### config.mk
export PLATFORM = sky130hd
export DESIGN_NAME = cirno_controller
export DESIGN_NICKNAME = d
export VERILOG_FILES = /design/src/rtl/cirno_controller.sv
export SDC_FILE = /design/constraint.sdc
export NUM_CORES = 1
export LEC_CHECK = 0
export CORE_MARGIN = 2
export CORE_UTILIZATION = 40
export CTS_CLUSTER_DIAMETER = 80
export DETAILED_ROUTE_END_ITERATION = 10
export HOLD_SLACK_MARGIN = 0.1
export PLACE_DENSITY = 0.65
export SYNTH_ARGS = -nofsm -noshare
export SYNTH_HDL_FRONTEND = slang
export SYNTH_SLANG_ARGS = --single-unit
### constraint.sdc
create_clock -name clk -period 2.3 [get_ports clk]
set_clock_uncertainty 0.1 [all_clocks]
set_input_delay 0.23 -clock clk [delete_from_list [all_inputs] [get_ports clk]]
set_output_delay 0.23 -clock clk [all_outputs]
set_load 0.01 [all_outputs]
### src/rtl/cirno_controller.sv
// Multi-cycle instruction sequencer for the Cirno core (FETCH/DECODE/EXEC/MEM/WB).
// Optional performance counters are enabled by defining CIRNO_CTRL_PERF_CNT_EN.
module cirno_controller #(
    parameter int unsigned FETCH_LAT    = 1,
    parameter int unsigned MEM_WAIT_MAX = 15
) (
    input  logic       clk,
    input  logic       rst_n,
    input  logic       start,
    input  logic [2:0] inst_type,
    input  logic       branchi,
    input  logic       branch,
    input  logic       done,
    input  logic       dmem_ready,
    output logic       init,
    output logic       ir_load,
    output logic       decoder_en,
    output logic       pc_inc,
    output logic       pc_load,
    output logic       pc_load_imm,
    output logic       dmem_req,
    output logic       dmem_we,
    output logic       reg_wr_en,
    output logic       busy,
    output logic       halted,
    output logic       err
`ifdef CIRNO_CTRL_PERF_CNT_EN
    ,
    output logic [31:0] cycle_cnt,
    output logic [31:0] inst_cnt
`endif
);

    localparam int unsigned CntMax = (FETCH_LAT > MEM_WAIT_MAX) ? FETCH_LAT : MEM_WAIT_MAX;
    localparam int unsigned CntW   = $clog2(CntMax + 1);
    localparam logic [CntW-1:0] FetchLast = CntW'(FETCH_LAT - 1);
    localparam logic [CntW-1:0] MemLast   = CntW'(MEM_WAIT_MAX - 1);

    typedef enum logic [2:0] {
        StIdle,
        StFetch,
        StDecode,
        StExec,
        StMem,
        StWb,
        StHalt
    } state_t;

    state_t          state;
    logic [CntW-1:0] cnt;
    logic            is_store;

    assign is_store = (inst_type == 3'd5);

    // One counter serves both the fetch latency and the memory wait timeout.
    always_ff @(posedge clk or negedge rst_n) begin
        if (!rst_n) begin
            state <= StIdle;
            cnt   <= '0;
            err   <= 1'b0;
        end else begin
            case (state)
                StIdle, StHalt: begin
                    if (start) begin
                        state <= StFetch;
                        cnt   <= '0;
                        err   <= 1'b0;
                    end
                end
                StFetch: begin
                    if (cnt == FetchLast) begin
                        state <= StDecode;
                        cnt   <= '0;
                    end else begin
                        cnt <= cnt + CntW'(1);
                    end
                end
                StDecode: state <= StExec;
                StExec: begin
                    if (done) begin
                        state <= StHalt;
                    end else begin
                        case (inst_type)
                            3'd1, 3'd4: state <= StWb;
                            3'd2, 3'd3: state <= StFetch;
                            3'd5, 3'd6: begin
                                state <= StMem;
                                cnt   <= '0;
                            end
                            default: begin
                                state <= StHalt;
                                err   <= 1'b1;
                            end
                        endcase
                    end
                end
                StMem: begin
                    if (dmem_ready) begin
                        state <= is_store ? StFetch : StWb;
                        cnt   <= '0;
                    end else if (cnt == MemLast) begin
                        state <= StHalt;
                        err   <= 1'b1;
                        cnt   <= '0;
                    end else begin
                        cnt <= cnt + CntW'(1);
                    end
                end
                StWb:    state <= StFetch;
                default: state <= StIdle;
            endcase
        end
    end

    always_comb begin
        init        = 1'b0;
        ir_load     = 1'b0;
        decoder_en  = 1'b0;
        pc_inc      = 1'b0;
        pc_load     = 1'b0;
        pc_load_imm = 1'b0;
        dmem_req    = 1'b0;
        dmem_we     = 1'b0;
        reg_wr_en   = 1'b0;
        busy        = (state != StIdle) && (state != StHalt);
        halted      = (state == StHalt);
        case (state)
            StIdle, StHalt: init = start;
            StFetch:        ir_load = (cnt == FetchLast);
            StDecode:       decoder_en = 1'b1;
            StExec: begin
                // A halt instruction leaves the PC untouched.
                if (!done) begin
                    if (inst_type == 3'd2) begin
                        pc_load_imm = branchi;
                        pc_inc      = !branchi;
                    end else if (inst_type == 3'd3) begin
                        pc_load = branch;
                        pc_inc  = !branch;
                    end
                end
            end
            StMem: begin
                dmem_req = 1'b1;
                dmem_we  = is_store;
                pc_inc   = dmem_ready && is_store;
            end
            StWb: begin
                reg_wr_en = 1'b1;
                pc_inc    = 1'b1;
            end
            default: ;
        endcase
    end

`ifdef CIRNO_CTRL_PERF_CNT_EN
    always_ff @(posedge clk or negedge rst_n) begin
        if (!rst_n) begin
            cycle_cnt <= '0;
            inst_cnt  <= '0;
        end else if (init) begin
            cycle_cnt <= '0;
            inst_cnt  <= '0;
        end else begin
            if (busy) cycle_cnt <= cycle_cnt + 32'd1;
            if (state == StDecode) inst_cnt <= inst_cnt + 32'd1;
        end
    end
`else
    // Default build carries no performance counters.
`endif

endmodule

Word level (Yosys, flattened, before mapping)
Cells that the tools add are included.

Output and inout port bits: 12. Register bits after elaboration: 8. Input bits: 10. Logic and storage cells: 81.

$add $sub $neg: 1. Mux-type cells: 38. Equality and inequality tests: 22. Reduce and logical (&&, ||, !) cells: 17.

Operator list (count): 4-bit 2-to-1 mux (6); 1-bit 2-to-1 mux (21); 3-bit == test, second input constant (6); 3-bit 2-to-1 mux (6); 3-bit one-hot mux with 6 select lines (1); 4-bit one-hot mux with 4 select lines (1); 3-bit by 2-bit == test with 1-bit output, second input constant (4); 2-bit inequality test, second input constant (6); 3-bit one-hot mux with 3 select lines (1); 2-bit OR reduction (4); 3-bit by 1-bit == test with 1-bit output, second input constant (2); 3-bit inequality test, second input constant (2); 1-bit one-hot mux with 3 select lines (2); 6-bit AND reduction (1); 3-bit nonzero test (2); 6-bit OR reduction (1); 4-bit by 1-bit adder with 4-bit output, second input constant (1); 4-bit == test, second input constant (1); 4-bit zero test (1); 4-bit AND reduction (1); 4-bit nonzero test (1); 3-bit zero test (1); 3-bit AND reduction (1); 1-bit logical AND (2); 2 further kinds (3).

Logic depth before layout (Yosys ltp)
Gate-level depths: netlist of run 1.

Depth after elaboration: 5. Mapped depth: 6. Depth with buffers taken out: 6.

Least setup slack after synthesis of run 1
No wires, ideal clock.

Path kind: reg-to-output. Start: reg state[1]. End: out pc_inc. Buffers on the path: 0. Arrival: 1.532 ns. Cell stages (with the launch flop): 5. Required time: 1.970 ns. Path slack: 0.438 ns. Cell sequence: dfrtp_1 -> or3b_2 -> nor3_1 -> a21oi_1 -> o21ai_0.

Longest elaborated chain between the ends: 2. Elaborated cells between the ends (all ways): 4. Those cells by class: eq/ne (3); mux (1).

RTL lines: start, declared (line 49) `state_t state;`; start signal, assigned (line 58) `state <= StIdle;`; start signal, assigned (line 65) `state <= StFetch;`; start signal, assigned (line 72) `state <= StDecode;`; 3-bit == test or 3-bit by 2-bit == test with 1-bit output (tied branches) (line 127) `case (state)`; 1-bit one-hot mux with 3 select lines * (line 127); end, declared (line 18) `output logic pc_inc,`.

Mark *: on every way between the ends. The rest lies on a longest branch, timed or not.

Final worst setup path of run 1
Start: reg state[1]. End: out pc_load_imm.

Longest elaborated chain between the ends: 2.

RTL lines: 3-bit by 2-bit == test with 1-bit output (line 127); 1-bit 2-to-1 mux (line 127); end, declared (line 20) `output logic pc_load_imm,`.

No other way between the ends.

==> results of run 1 <==
layer usage:
metal / global-route usage [%] / part of all wire, % / up-vias
met4: 3.333 / 0.21 / 0
met2: 27.40 / 41 / 24
li1: - / - / 407
met5: 0 / 0 / -
met3: 6.154 / 6.9 / 2
met1: 28.70 / 52 / 384
layout make-up:
class | count | area (um^2) | share of cell area [%]
Multi-Input combinational cell | 81 | 505.5 | 48.62
Clock buffer | 3 | 22.52 | 2.166
Timing Repair Buffer | 27 | 257.7 | 24.79
Tap cell | 25 | 31.28 | 3.008
Sequential cell | 8 | 200.2 | 19.25
Inverter | 6 | 22.52 | 2.166
through the flow:
step	utilization, %	hold slack (ps)	total power [mW]	setup slack (ps)	area [um^2]
4_1_cts	59.28	161.6	1.013	27.49	1035
3_5_place_dp	57.85	440.4	0.9071	144.0	1010
6_report	59.57	147.0	1.011	162.3	1040
3_3_place_gp	57.85	428.0	0.9042	151.0	1010
5_1_grt	59.57	168.4	1.103	9.204	1040
2_1_floorplan	-	-165.6	0.6475	438.4	747.0
registers in the layout (all words and copies together) (netlist names):
name	flops
cnt	4
state	3
err	1
cells in the final DEF, fill, tap and decap left out, types with 3 or more instances in the layout:
master                            netlist  final
sky130_fd_sc_hd__a21oi_1                5      5
sky130_fd_sc_hd__buf_4                  0      6
sky130_fd_sc_hd__clkbuf_4               0      3
sky130_fd_sc_hd__clkdlybuf4s50_1        0     17
sky130_fd_sc_hd__dfrtp_1                8      8
sky130_fd_sc_hd__ha_1                   3      3
sky130_fd_sc_hd__inv_1                  6      6
sky130_fd_sc_hd__nand2_1               12     12
sky130_fd_sc_hd__nand2b_1               6      6
sky130_fd_sc_hd__nand3_1                4      4
sky130_fd_sc_hd__nor2_1                13     13
sky130_fd_sc_hd__nor2b_1                4      4
sky130_fd_sc_hd__nor3_1                 4      3
sky130_fd_sc_hd__o21ai_0                3      3
sky130_fd_sc_hd__or3_1                  3      3
report_power, final:
part | total, mW | leakage, nW | switching [mW] | internal [mW]
logic | 0.685 | 0.382 | 0.366 | 0.319
clock network | 0.109 | 0.0138 | 0.0494 | 0.0598
registers | 0.217 | 0.102 | 0.0292 | 0.187
total | 1.01 | 0.498 | 0.445 | 0.566
repair_timing:
action	CTS	global route
gates resized for setup	3	2
cloned	0	0
hold buffers	0	0
setup endpoints to repair	2	2
kinds of logic (layout without fill, tap and decap cells):
group                      after synthesis  count (layout)  synth area share, %
xor gates and xnor gates                 1               1                1.173
adders and majority gates                3               3                5.026
buffers and inverters                   11              36                6.197
and+or+nand+nor                         53              53                36.52
AOI/OAI and AO/OA                       21              21                20.10
DFF                                      8               8                26.80
muxes                                    3               3                4.188
worst reg2reg max path: stages (launching register included):
cell	delay [ps]
sky130_fd_sc_hd__dfrtp_1	400
sky130_fd_sc_hd__inv_1	110
sky130_fd_sc_hd__ha_1	160
sky130_fd_sc_hd__or3b_4	390
sky130_fd_sc_hd__a32o_2	280
sky130_fd_sc_hd__and3b_1	180
sky130_fd_sc_hd__a221o_1	250
how the worst max path moves through the flow:
stage	cells past startpoint	slack, ps	end	from
6_report	6	160	pc_load_imm	state[1]
5_1_grt	6	9	pc_load	state[1]
4_1_cts	5	30	init	state[1]
3_5_place_dp	5	140	pc_inc	state[1]
3_3_place_gp	5	150	pc_inc	state[1]
2_1_floorplan	4	440	pc_inc	state[1]
==> results.md, run 1 <==
Setup path:
- The register-to-register path setup slack is about 330 ps.
- The count of cells along the worst register-to-register path is 6.
- Data on the critical path is required at its endpoint by 1970 ps.
- The endpoint of the lowest-slack register-to-register path is cnt[2].
- The nature of the critical path endpoint is a primary output.
- The start of the worst register-to-register path is cnt[0].
- The maximum fanout along the worst path is 16.
- The signal on the critical path passes through buf_4 -> nand2_1 -> nor2_1 -> nand2_1 -> nor2_1 -> clkdlybuf4s50_1.
- The arrival time of data at the critical path endpoint is 1810 ps.
- The type of the worst setup path is flop to primary output.
- The count of buffer and inverter cells on the critical path is 2.
- On the worst path, the slowest cell contributes a delay of 540 ps.
- The worst setup path is launched from a flop.
- The cell with the largest stage delay on the worst path is sky130_fd_sc_hd__clkdlybuf4s50_1.
- In this design, the largest share of critical-path delay is due to buffers and inverters.

Clocking:
- The clock tree from TritonCTS is built.
- Counting the buffers created by CTS gives 3.
- The longest clock path from root to sink contains 2 buffers.
- The number of clock sinks is 8.
- The number of H-tree levels is 1.
- The number of setup buffers added after CTS is 0.
- The clock tree root driver cell is sky130_fd_sc_hd__clkbuf_4.
- The later pin in the worst-skew pair is clocked with a latency of 260 ps.
- After clock tree synthesis, the clock-pin slew on the worst setup and hold paths is 60 ps.

Timing:
- The achievable clock frequency is 467.8 MHz.
- In the final timing run, aggregate negative setup slack is 0 ps.
- The max-slew headroom at the worst pin is 75.27%.
- Setup violations remaining at the end of the flow were counted as 0.
- The slew at the pin with the worst max-slew slack is 369.8 ps.
- The final critical path takes up 92.94% of the cycle.
- Setup repair after global routing left no endpoint under its margin.
- The final count of hold timing violations was 0.
- The number of slew-limit violations in the final report is 0.
- The final critical-path required period is 2138 ps.

GRT:
- After global routing the overflow that remains totals 0.
- The pin count of the biggest net entering global routing is 17.
- The number of antenna violations at the first check in global routing is 0.
- Across every metal layer, demand over resource in global routing totals 19.26%.
- The number of global-route vias before repair is 695.
- The first global-routing pass estimated 3.049 mm of wire.

Detailed routing:
- After the first detailed-routing iteration, the DRC count stood at 11.
- The wire length per cell is between 10 and 15 um.
- The number of routed nets with antenna violations is 0.
- The total via count after detailed routing is 817.
- The detailed-route wire length is 1.926 mm.
- The detailed-router iteration count before antenna repair is 4.
- After detailed routing, the number of vias per cell comes to 5.447.
- The DRC violation count after routing is 0.

Pwr:
- Power spread over the standard cell area amounts to 972.5 nW/um^2.
- For this design the static power due to leakage is 0.4978 nW.
- The highest ir drop seen on vdd is 759.9 uV.

Place:
- The count of input and output buffers is 21.
- At the end of routability-driven placement, the weighted congestion stood at 0.8528.
- The sum of net half-perimeters after detailed placement is about 1.5 mm.
- The number of placed instances, taps included, is around 150.

Yosys:
- The net count of the mapped netlist is roughly 110.
- The cell accounting for the most synthesized area is sky130_fd_sc_hd__dfrtp_1.
- The count of yosys warnings during synthesis is 0.
- The register bit count reported by yosys is 8.
- The leading register cell type out of synthesis is sky130_fd_sc_hd__dfrtp_1.
- The share of synthesized area occupied by flip-flops and latches is 26.80%.
- The async set or reset register ratio after synthesis is 100.0%.
- Synthesis instantiated 34 different standard cells from the library.
- Summed over its instances, the top area cell type makes up 26.80% of the synthesized netlist area.
- Sorting the synthesized cells by how often they occur yields 13 x sky130_fd_sc_hd__nor2_1, 12 x sky130_fd_sc_hd__nand2_1, 8 x sky130_fd_sc_hd__dfrtp_1.
- The synthesized area divided by synthesized cell count is 7.470 um^2.
- The total standard cell area after synthesis is 747.0 um^2.
- The most numerous cell in the Yosys netlist is sky130_fd_sc_hd__nor2_1.
- After technology mapping, the gate count stands at 100.
- By area the synthesized netlist is led by sky130_fd_sc_hd__dfrtp_1 27%, sky130_fd_sc_hd__nor2_1 6.5%, sky130_fd_sc_hd__nand2_1 6.0%.
- In this run, synthesis inferred 0 flip-flops with an integrated enable.

Die:
- The overall die area is approximately 2200 um^2.
- 22 I/O pins were placed.
- Once the floorplan was initialized, standard cells occupied 42.80% of the core.
- Measured along the x axis, the die boundary spans 47.22 um.
- The floorplan step set the die height to 47.22 um.
- The row count is 15.
- The core footprint is 1745 um^2.

Worst hold path:
- The class of the most critical hold timing path is input port to asynchronous set/reset pin.

Finish:
- The total inserted antenna cells is 0.
- The number of filler instances in the final layout is 167.
- Of the cells placed in the final design, the portion with a size suffix greater than 1 is between 10% and 20%.
- The number of nets in the layout is between 100 and 150.
- The area added between synthesis and finish is 39.20%.
- Leaving out filler cells and counting taps, the final layout contains 150.

Outcome:
- The run finished with clean final reports.

Job:
- The max capacitance violation total is 0.
(Power assumes the default switching activity.)
==> run 2, diff against run 1 <==
--- a/config.mk
+++ b/config.mk
@@ -9,8 +9,9 @@
 export CORE_UTILIZATION = 40
 export CTS_CLUSTER_DIAMETER = 80
 export DETAILED_ROUTE_END_ITERATION = 10
+export DONT_BUFFER_PORTS = 1
 export HOLD_SLACK_MARGIN = 0.1
-export PLACE_DENSITY = 0.65
+export PLACE_DENSITY = 0.5
 export SYNTH_ARGS = -nofsm -noshare
 export SYNTH_HDL_FRONTEND = slang
 export SYNTH_SLANG_ARGS = --single-unit
==> run 2 against run 1 <==
- register-to-register slack gained 40 ps
- critical path type unchanged
- first-iteration DRC count down 9.1%
- combinational power shrank 18%
- global-route usage down 0.82 points
- clock power hardly changed
- fmax up 5.3%
- final area is 19% lower
- sequential power hardly changed
- critical path depth decreased by 2
- flip-flop and latch count did not move
==> results.md, run 2 (synthesis gave the netlist of run 1 again) <==
Outcome:
- The flow ran to the end, and the final reports show no timing, DRC or antenna violations.

Timing:
- The part of the cycle the worst path needs is 88.26% (-4.7 points).
- The final count of hold timing violations is 0 (unchanged).
- The number of slew-limit violations in the final report is 0 (unchanged).
- Setup repair after global routing left no endpoint under its margin.
- The slew at the pin with the worst max-slew slack is 419.5 ps (+49.72 ps).
- The post-route worst setup slack was 269.9 ps (+107.6 ps).
- The hold slack came to 164.8 ps (+17.80 ps).
- The achievable clock frequency was 492.6 MHz (+5.3%).
- The final setup violation count is 0 (unchanged).
- The max-slew headroom at the worst pin was 71.82% (-3.5 points).
- The final critical-path required period came to 2030 ps (-107.6 ps).
- The accumulated negative setup slack is 0 ps (unchanged).

Finish:
- The end-of-flow core utilization was 47.96% (-12 points).
- Leaving out fill and tap cells, the most frequent cells in the layout are 13 x sky130_fd_sc_hd__nor2_1, 12 x sky130_fd_sc_hd__nand2_1, 8 x sky130_fd_sc_hd__dfrtp_1.
- The number of nets in the layout is 120 (-14%).
- Compared with the post-synthesis result, the final layout area differs by 12.06%.
- The number of flip-flops under the largest register name is 4 (unchanged).
- The number of filler instances in the final layout was 198 (+19%).
- The register ranked first by flip-flop count is cnt.
- The library cell used most frequently in the layout, excluding fill and tap cells, is sky130_fd_sc_hd__nor2_1.
- The final cell count without fillers is 130 (-13%).
- The largest registers in the layout are cnt: 4 flops, state: 3 flops, err: 1 flops.
- The total inserted antenna cells came to 0 (unchanged).
- The post-route cell area is 837.1 um^2 (-19%).
- The fraction of layout cells with a size suffix above 1 was 11.43% (-0.57 points).

GRT:
- The number of global-route vias before repair is 645 (-7.2%).
- The total global routing overflow is 0 (unchanged).
- The pin count of the biggest net entering global routing is 17 (unchanged).
- The first-pass GRT wire length is 2.787 mm (-8.6%).
- The combined global-route utilization of all metal layers is 18.45% (-0.82 points).
- The number of antenna violations at the first check in global routing is 0 (unchanged).

Clocking:
- The clock transition at the registers of the reported paths is 50 ps (about the same).
- The clock tree buffer depth is 2 (unchanged).
- The number of H-tree levels came to 1 (unchanged).
- The clock tree root driver cell is sky130_fd_sc_hd__clkbuf_4.
- The post-cts sizing count was 0 (-3).
- The number of buffers inserted by hold repair at cts is 3 (+3).
- The insertion delay of the later-clocked pin in the worst-skew pair is 250 ps (about the same).
- The number of clock sinks is 8 (unchanged).
- The clock buffer count from CTS is 3 (unchanged).
- The post-CTS setup repair buffer count is 0 (unchanged).
- The clock tree from TritonCTS is built.

Setup path:
- In this run the worst setup path begins at state[1].
- The count of cells along the worst register-to-register path is 6 (unchanged).
- The maximum fanout along the worst path is 3 (-13).
- The required time of the critical path is 1970 ps (about the same).
- The start of the worst register-to-register path is cnt[0].
- The type of the worst setup path is flop to primary output.
- STA classifies the critical path endpoint as a primary output.
- The endpoint of the lowest-slack register-to-register path is cnt[3].
- The most critical setup path has its endpoint at pc_inc.
- The arrival time of data at the critical path endpoint came to 1700 ps (-110 ps).
- The worst setup path is launched from a flop.
- The register-to-register path setup slack is 370 ps (+40 ps).

Job:
- The max capacitance violation total is 0 (unchanged).

Detailed routing:
- The post-detailed-route via-to-cell ratio is 5.369 (-1.4%).
- The detailed-router iteration count before antenna repair is 3 (-1).
- The initial DRC count is 10 (-1).
- The total via count after detailed routing came to 698 (-15%).
- The wire length per cell is 13.42 um (+4.5%).
- The DRC violation count after routing was 0 (unchanged).
- The number of routed nets with antenna violations is 0 (unchanged).
- The detailed-route wire length was 1.745 mm (-9.4%).

Place:
- The count of input and output buffers is 0 (-100%).
- The cell area after placement is 784.5 um^2 (-22%).
- The last weighted congestion value of the routability-driven placer is 0.7835 (-8.1%).
- The cell count after placement is 124 (-16%).
- The worst slack at placement is 364.7 ps (+220.7 ps).
- The sum of net half-perimeters after detailed placement is 1.360 mm (-7.1%).

Die:
- The effective utilization at floorplan came to 42.80% (unchanged).
- The overall die width is 47.22 um (unchanged).
- The die span in y was 47.22 um (unchanged).
- The number of ports placed on the die boundary came to 22 (unchanged).
- The row count is 15 (unchanged).
- The core footprint was 1745 um^2 (unchanged).
- The overall die area is 2229 um^2 (unchanged).

Pwr:
- The highest ir drop seen on vdd was 795.7 uV (+4.7%).
- The overall power consumption is 0.8913 mW (-12%).
- The power density over cell area came to 1065 nW/um^2 (+9.5%).
- The static leakage is 0.3812 nW (-23%).

Worst hold path:
- The class of the most critical hold timing path is input port to flop.
-- run 2: changes by cell type in the layout (fill, tap and decap cells not counted) --
cell	previous run	this run
sky130_fd_sc_hd__dlygate4sd3_1	0	3
sky130_fd_sc_hd__buf_4	6	4
sky130_fd_sc_hd__dlygate4sd2_1	2	0
sky130_fd_sc_hd__nor3_2	1	0
sky130_fd_sc_hd__clkdlybuf4s50_1	17	0
sky130_fd_sc_hd__nor3_1	3	4
sky130_fd_sc_hd__dlymetal6s2s_1	2	0
-- run 2: area by class of cell --
| cell class | count | area (um^2) | share of cell area (%) |
|---|---|---|---|
| well taps | 25 | 31.28 | 3.737 |
| repair buffers | 7 | 60.06 | 7.175 |
| clock buffers | 3 | 22.52 | 2.691 |
| multi-input cells | 81 | 500.5 | 59.79 |
| flip-flops and latches | 8 | 200.2 | 23.92 |
| inverters | 6 | 22.52 | 2.691 |
-- run 2: critical path, cell delays in order, from the launching register on --
cell and delay [ps]:
sky130_fd_sc_hd__dfrtp_1 360, sky130_fd_sc_hd__or3b_2 510, sky130_fd_sc_hd__nor3_1 300, sky130_fd_sc_hd__a21oi_1 120, sky130_fd_sc_hd__o21ai_0 160
-- run 2: how the worst min path moves through the flow --
| stage | start | to | slack [ps] | cells after the start |
|---|---|---|---|---|
| 3_5_place_dp | rst_n | err | -170 | 0 |
| 4_1_cts | done | err | 160 | 3 |
| 3_3_place_gp | rst_n | cnt[3] | -170 | 0 |
| 5_1_grt | done | err | 190 | 3 |
| 6_report | done | err | 160 | 3 |
| 2_1_floorplan | rst_n | cnt[0] | -170 | 0 |
-- run 2: power breakdown --
group          total, mW  switching, mW  internal [mW]  leakage (nW)
Clock              0.107         0.0471         0.0597        0.0138
Combinational      0.565          0.333          0.231         0.265
Sequential         0.220         0.0326          0.187         0.102
Total              0.891          0.413          0.478         0.381
-- run 2: layer usage --
| layer | vias up | global-route usage, % | routed length, um |
|---|---|---|---|
| met5 | - | 0 | 0 |
| met4 | 0 | 3.333 | 12 |
| met3 | 2 | 5.769 | 71 |
| met2 | 13 | 27.95 | 771 |
| met1 | 318 | 26.11 | 890 |
| li1 | 365 | - | - |
==> run 3, diff against run 2 <==
--- a/config.mk
+++ b/config.mk
@@ -6,12 +6,12 @@
 export NUM_CORES = 1
 export LEC_CHECK = 0
 export CORE_MARGIN = 2
-export CORE_UTILIZATION = 40
+export CORE_UTILIZATION = 55
 export CTS_CLUSTER_DIAMETER = 80
 export DETAILED_ROUTE_END_ITERATION = 10
 export DONT_BUFFER_PORTS = 1
 export HOLD_SLACK_MARGIN = 0.1
-export PLACE_DENSITY = 0.5
+export PLACE_DENSITY = 0.66
 export SYNTH_ARGS = -nofsm -noshare
 export SYNTH_HDL_FRONTEND = slang
 export SYNTH_SLANG_ARGS = --single-unit
==> run 3 against run 2 <==
- flip-flop and latch count stayed put
- first-iteration DRC count up 100%
- combinational power shrank 6.9%
- fmax shrank 2.2%
- worst hold slack got worse by 63 ps
- final area shrank 2.7%
- non-clock buffer count down 1
- global-route usage up 5.7 points
- power down 1.9%
- critical path type unchanged
- critical endpoint unchanged
- largest power group unchanged
==> results.md, run 3 (synthesis gave the netlist of run 1 again) <==
Die:
- The core footprint is 1285 um^2 (-26%).
- The effective utilization at floorplan is 58.13% (+15 points).
- The overall die area was 1669 um^2 (-25%).
- The row count is 13 (-2).
- The die span in y is 40.85 um (-13%).
- The number of ports placed on the die boundary is 22 (unchanged).
- The overall die width is 40.85 um (-13%).

Detailed routing:
- The number of routed nets with antenna violations was 0 (unchanged).
- The post-detailed-route via-to-cell ratio is 5.866 (+9.2%).
- The detailed-route wire length is 1.731 mm (-0.80%).
- The initial DRC count is 20 (+10).
- The DRC violation count after routing is 0 (unchanged).
- The detailed-router iteration count before antenna repair is 4 (+1).
- The wire length per cell is 14.55 um (+8.4%).
- The total via count after detailed routing came to 698 (unchanged).

Outcome:
- The flow ran to the end, and the final reports show no timing, DRC or antenna violations.

Finish:
- The post-route cell area is 814.5 um^2 (-2.7%).
- The total inserted antenna cells is 0 (unchanged).
- The library cells used most frequently in the layout, excluding fill and tap cells, are 13 x sky130_fd_sc_hd__nor2_1, 12 x sky130_fd_sc_hd__nand2_1, 8 x sky130_fd_sc_hd__dfrtp_1.
- The largest registers in the layout are cnt: 4 flops, state: 3 flops, err: 1 flops.
- The final cell count without fillers is 119 (-8.5%).
- The end-of-flow core utilization is 63.39% (+15 points).
- The library cell used most frequently in the layout, excluding fill and tap cells, is sky130_fd_sc_hd__nor2_1.
- The number of nets in the layout came to 119 (-0.83%).
- The fraction of layout cells with a size suffix above 1 was 11.54% (+0.11 points).
- The register ranked first by flip-flop count is cnt.
- From synthesis to final layout, the design area changed by 9.045%.
- The number of flip-flops under the largest register name is 4 (unchanged).

Setup path:
- The startpoint type of the worst setup path is a flop.
- The register-to-register path setup slack is 340 ps (-30 ps).
- The endpoint of the lowest-slack register-to-register path is cnt[3].
- The type of the worst setup path is flop to primary output.
- The worst setup path startpoint is state[0].
- The worst setup path is captured at a primary output.
- In this run the critical register-to-register path is launched from cnt[0].
- The count of cells along the worst register-to-register path came to 6 (unchanged).
- The required time of the critical path came to 1970 ps (about the same).
- The maximum fanout along the worst path is 9 (+6).
- The arrival time of data at the critical path endpoint is 1750 ps (+50 ps).

Worst hold path:
- The class of the most critical hold timing path is input port to flop.
- The worst min-delay path startpoint is start.
- The depth of the worst hold-timing path is 3 (unchanged).
- The worst hold path terminates at state[2].

Timing:
- The max-slew headroom at the worst pin is 72.53% (+0.71 points).
- The achievable clock frequency came to 481.7 MHz (-2.2%).
- Setup repair after global routing left no endpoint under its margin.
- The number of slew-limit violations in the final report came to 0 (unchanged).
- The accumulated negative setup slack was 0 ps (unchanged).
- The final critical-path required period is 2076 ps (+45.90 ps).
- The final setup violation count came to 0 (unchanged).
- The final count of hold timing violations was 0 (unchanged).
- The slew at the pin with the worst max-slew slack came to 408.9 ps (-10.61 ps).
- The part of the cycle the worst path needs is 90.26% (+2.0 points).

Place:
- The count of input and output buffers is 0 (unchanged).
- The sum of net half-perimeters after detailed placement is 1.369 mm (+0.60%).
- The last weighted congestion value of the routability-driven placer is 0.7692 (-1.8%).
- The cell count after placement is 114 (-8.1%).
- The cell area after placement came to 772.0 um^2 (-1.6%).

Clocking:
- The clock buffer count from CTS was 3 (unchanged).
- The number of clock sinks was 8 (unchanged).
- TritonCTS built the clock tree.
- The number of H-tree levels came to 1 (unchanged).
- The post-CTS setup repair buffer count is 0 (unchanged).
- The number of buffers inserted by hold repair at cts is 2 (-1).
- The clock tree buffer depth was 2 (unchanged).
- The clock transition at the registers of the reported paths is 50 ps (about the same).
- The post-cts sizing count was 0 (unchanged).
- The insertion delay of the later-clocked pin in the worst-skew pair is 250 ps (about the same).
- CTS placed an instance of sky130_fd_sc_hd__clkbuf_4 at the clock tree root.

Pwr:
- The part of the total power dissipated in the clock network was 12.1% (about the same).
- The sequential group share of total power is 27.7% (+3.0 points).
- The total internal power is 0.4641 mW (-3.0%).
- The highest ir drop seen on vdd is 698.0 uV (-12%).
- The share of total power consumed by net switching came to 46.92% (+0.58 points).
- The static leakage was 0.3757 nW (-1.5%).
- The net switching power is 0.4103 mW (-0.67%).
- The power density over cell area is 1073 nW/um^2 (+0.81%).
- The fraction of power consumed by combinational cells is 60.2% (-3.2 points).

GRT:
- The first-pass GRT wire length is 2.573 mm (-7.7%).
- The combined global-route utilization of all metal layers was 24.15% (+5.7 points).
- The number of global-route vias before repair was 623 (-3.4%).
- The number of antenna violations at the first check in global routing is 0 (unchanged).
- The pin count of the biggest net entering global routing is 17 (unchanged).
- The total global routing overflow came to 0 (unchanged).

Job:
- The max capacitance violation total was 0 (unchanged).
==> run 3: changes by cell type in the layout (fill, tap and decap cells not counted) <==
cell / previous run / this run
sky130_fd_sc_hd__dlygate4sd3_1: 3 / 2
==> run 3: power by group through the flow <==
stage | combinational [mW] | clock (mW) | sequential, mW
detailed placement | 0.517 | 0 | 0.243
floorplan | 0.408 | 0 | 0.240
finish | 0.526 | 0.106 | 0.242
CTS | 0.526 | 0.108 | 0.241
global route | 0.584 | 0.118 | 0.250
global placement | 0.511 | 0 | 0.242
==> run 3: how the worst max path moves through the flow <==
stage / cells past startpoint / slack (ps) / endpoint
floorplan: 4 / 440 / pc_inc
global placement: 6 / 410 / cnt[3]
detailed placement: 6 / 350 / cnt[3]
CTS: 4 / 210 / pc_inc
global route: 4 / 60 / pc_inc
finish: 4 / 220 / pc_inc
==> run 3: area by class of cell <==
cell class | instances | area, um^2
multi-input combinational | 81 | 500.5
fill | 123 | 470.5
sequential | 8 | 200.2
timing repair buffer | 6 | 50.05
clock buffer | 3 | 22.52
inverter | 6 | 22.52
tap | 15 | 18.77
==> run 3: routing by layer <==
metal,vias to the layer above,global-route usage [%],part of all wire (%)
met5,-,0,0
met4,0,12.50,0.81
met3,2,3.804,4.5
met2,19,41.80,49
met1,317,28.23,46
li1,360,-,-
==> run 3: critical path: stages, from the launching register on <==
cell	delay (ps)
sky130_fd_sc_hd__dfrtp_1	470
sky130_fd_sc_hd__or3b_2	520
sky130_fd_sc_hd__nor3_1	240
sky130_fd_sc_hd__a21oi_1	100
sky130_fd_sc_hd__o21ai_0	160
==> run 3: per-stage QoR <==
stage | worst slack [ps] | hold WS, ps | power [mW]
5_1_grt | 55.25 | 112.9 | 0.9526
4_1_cts | 211.8 | 101.1 | 0.8757
6_report | 224.0 | 102.1 | 0.8744
3_3_place_gp | 406.2 | -165.5 | 0.7538
2_1_floorplan | 438.4 | -165.6 | 0.6475
3_5_place_dp | 349.6 | -165.4 | 0.7601
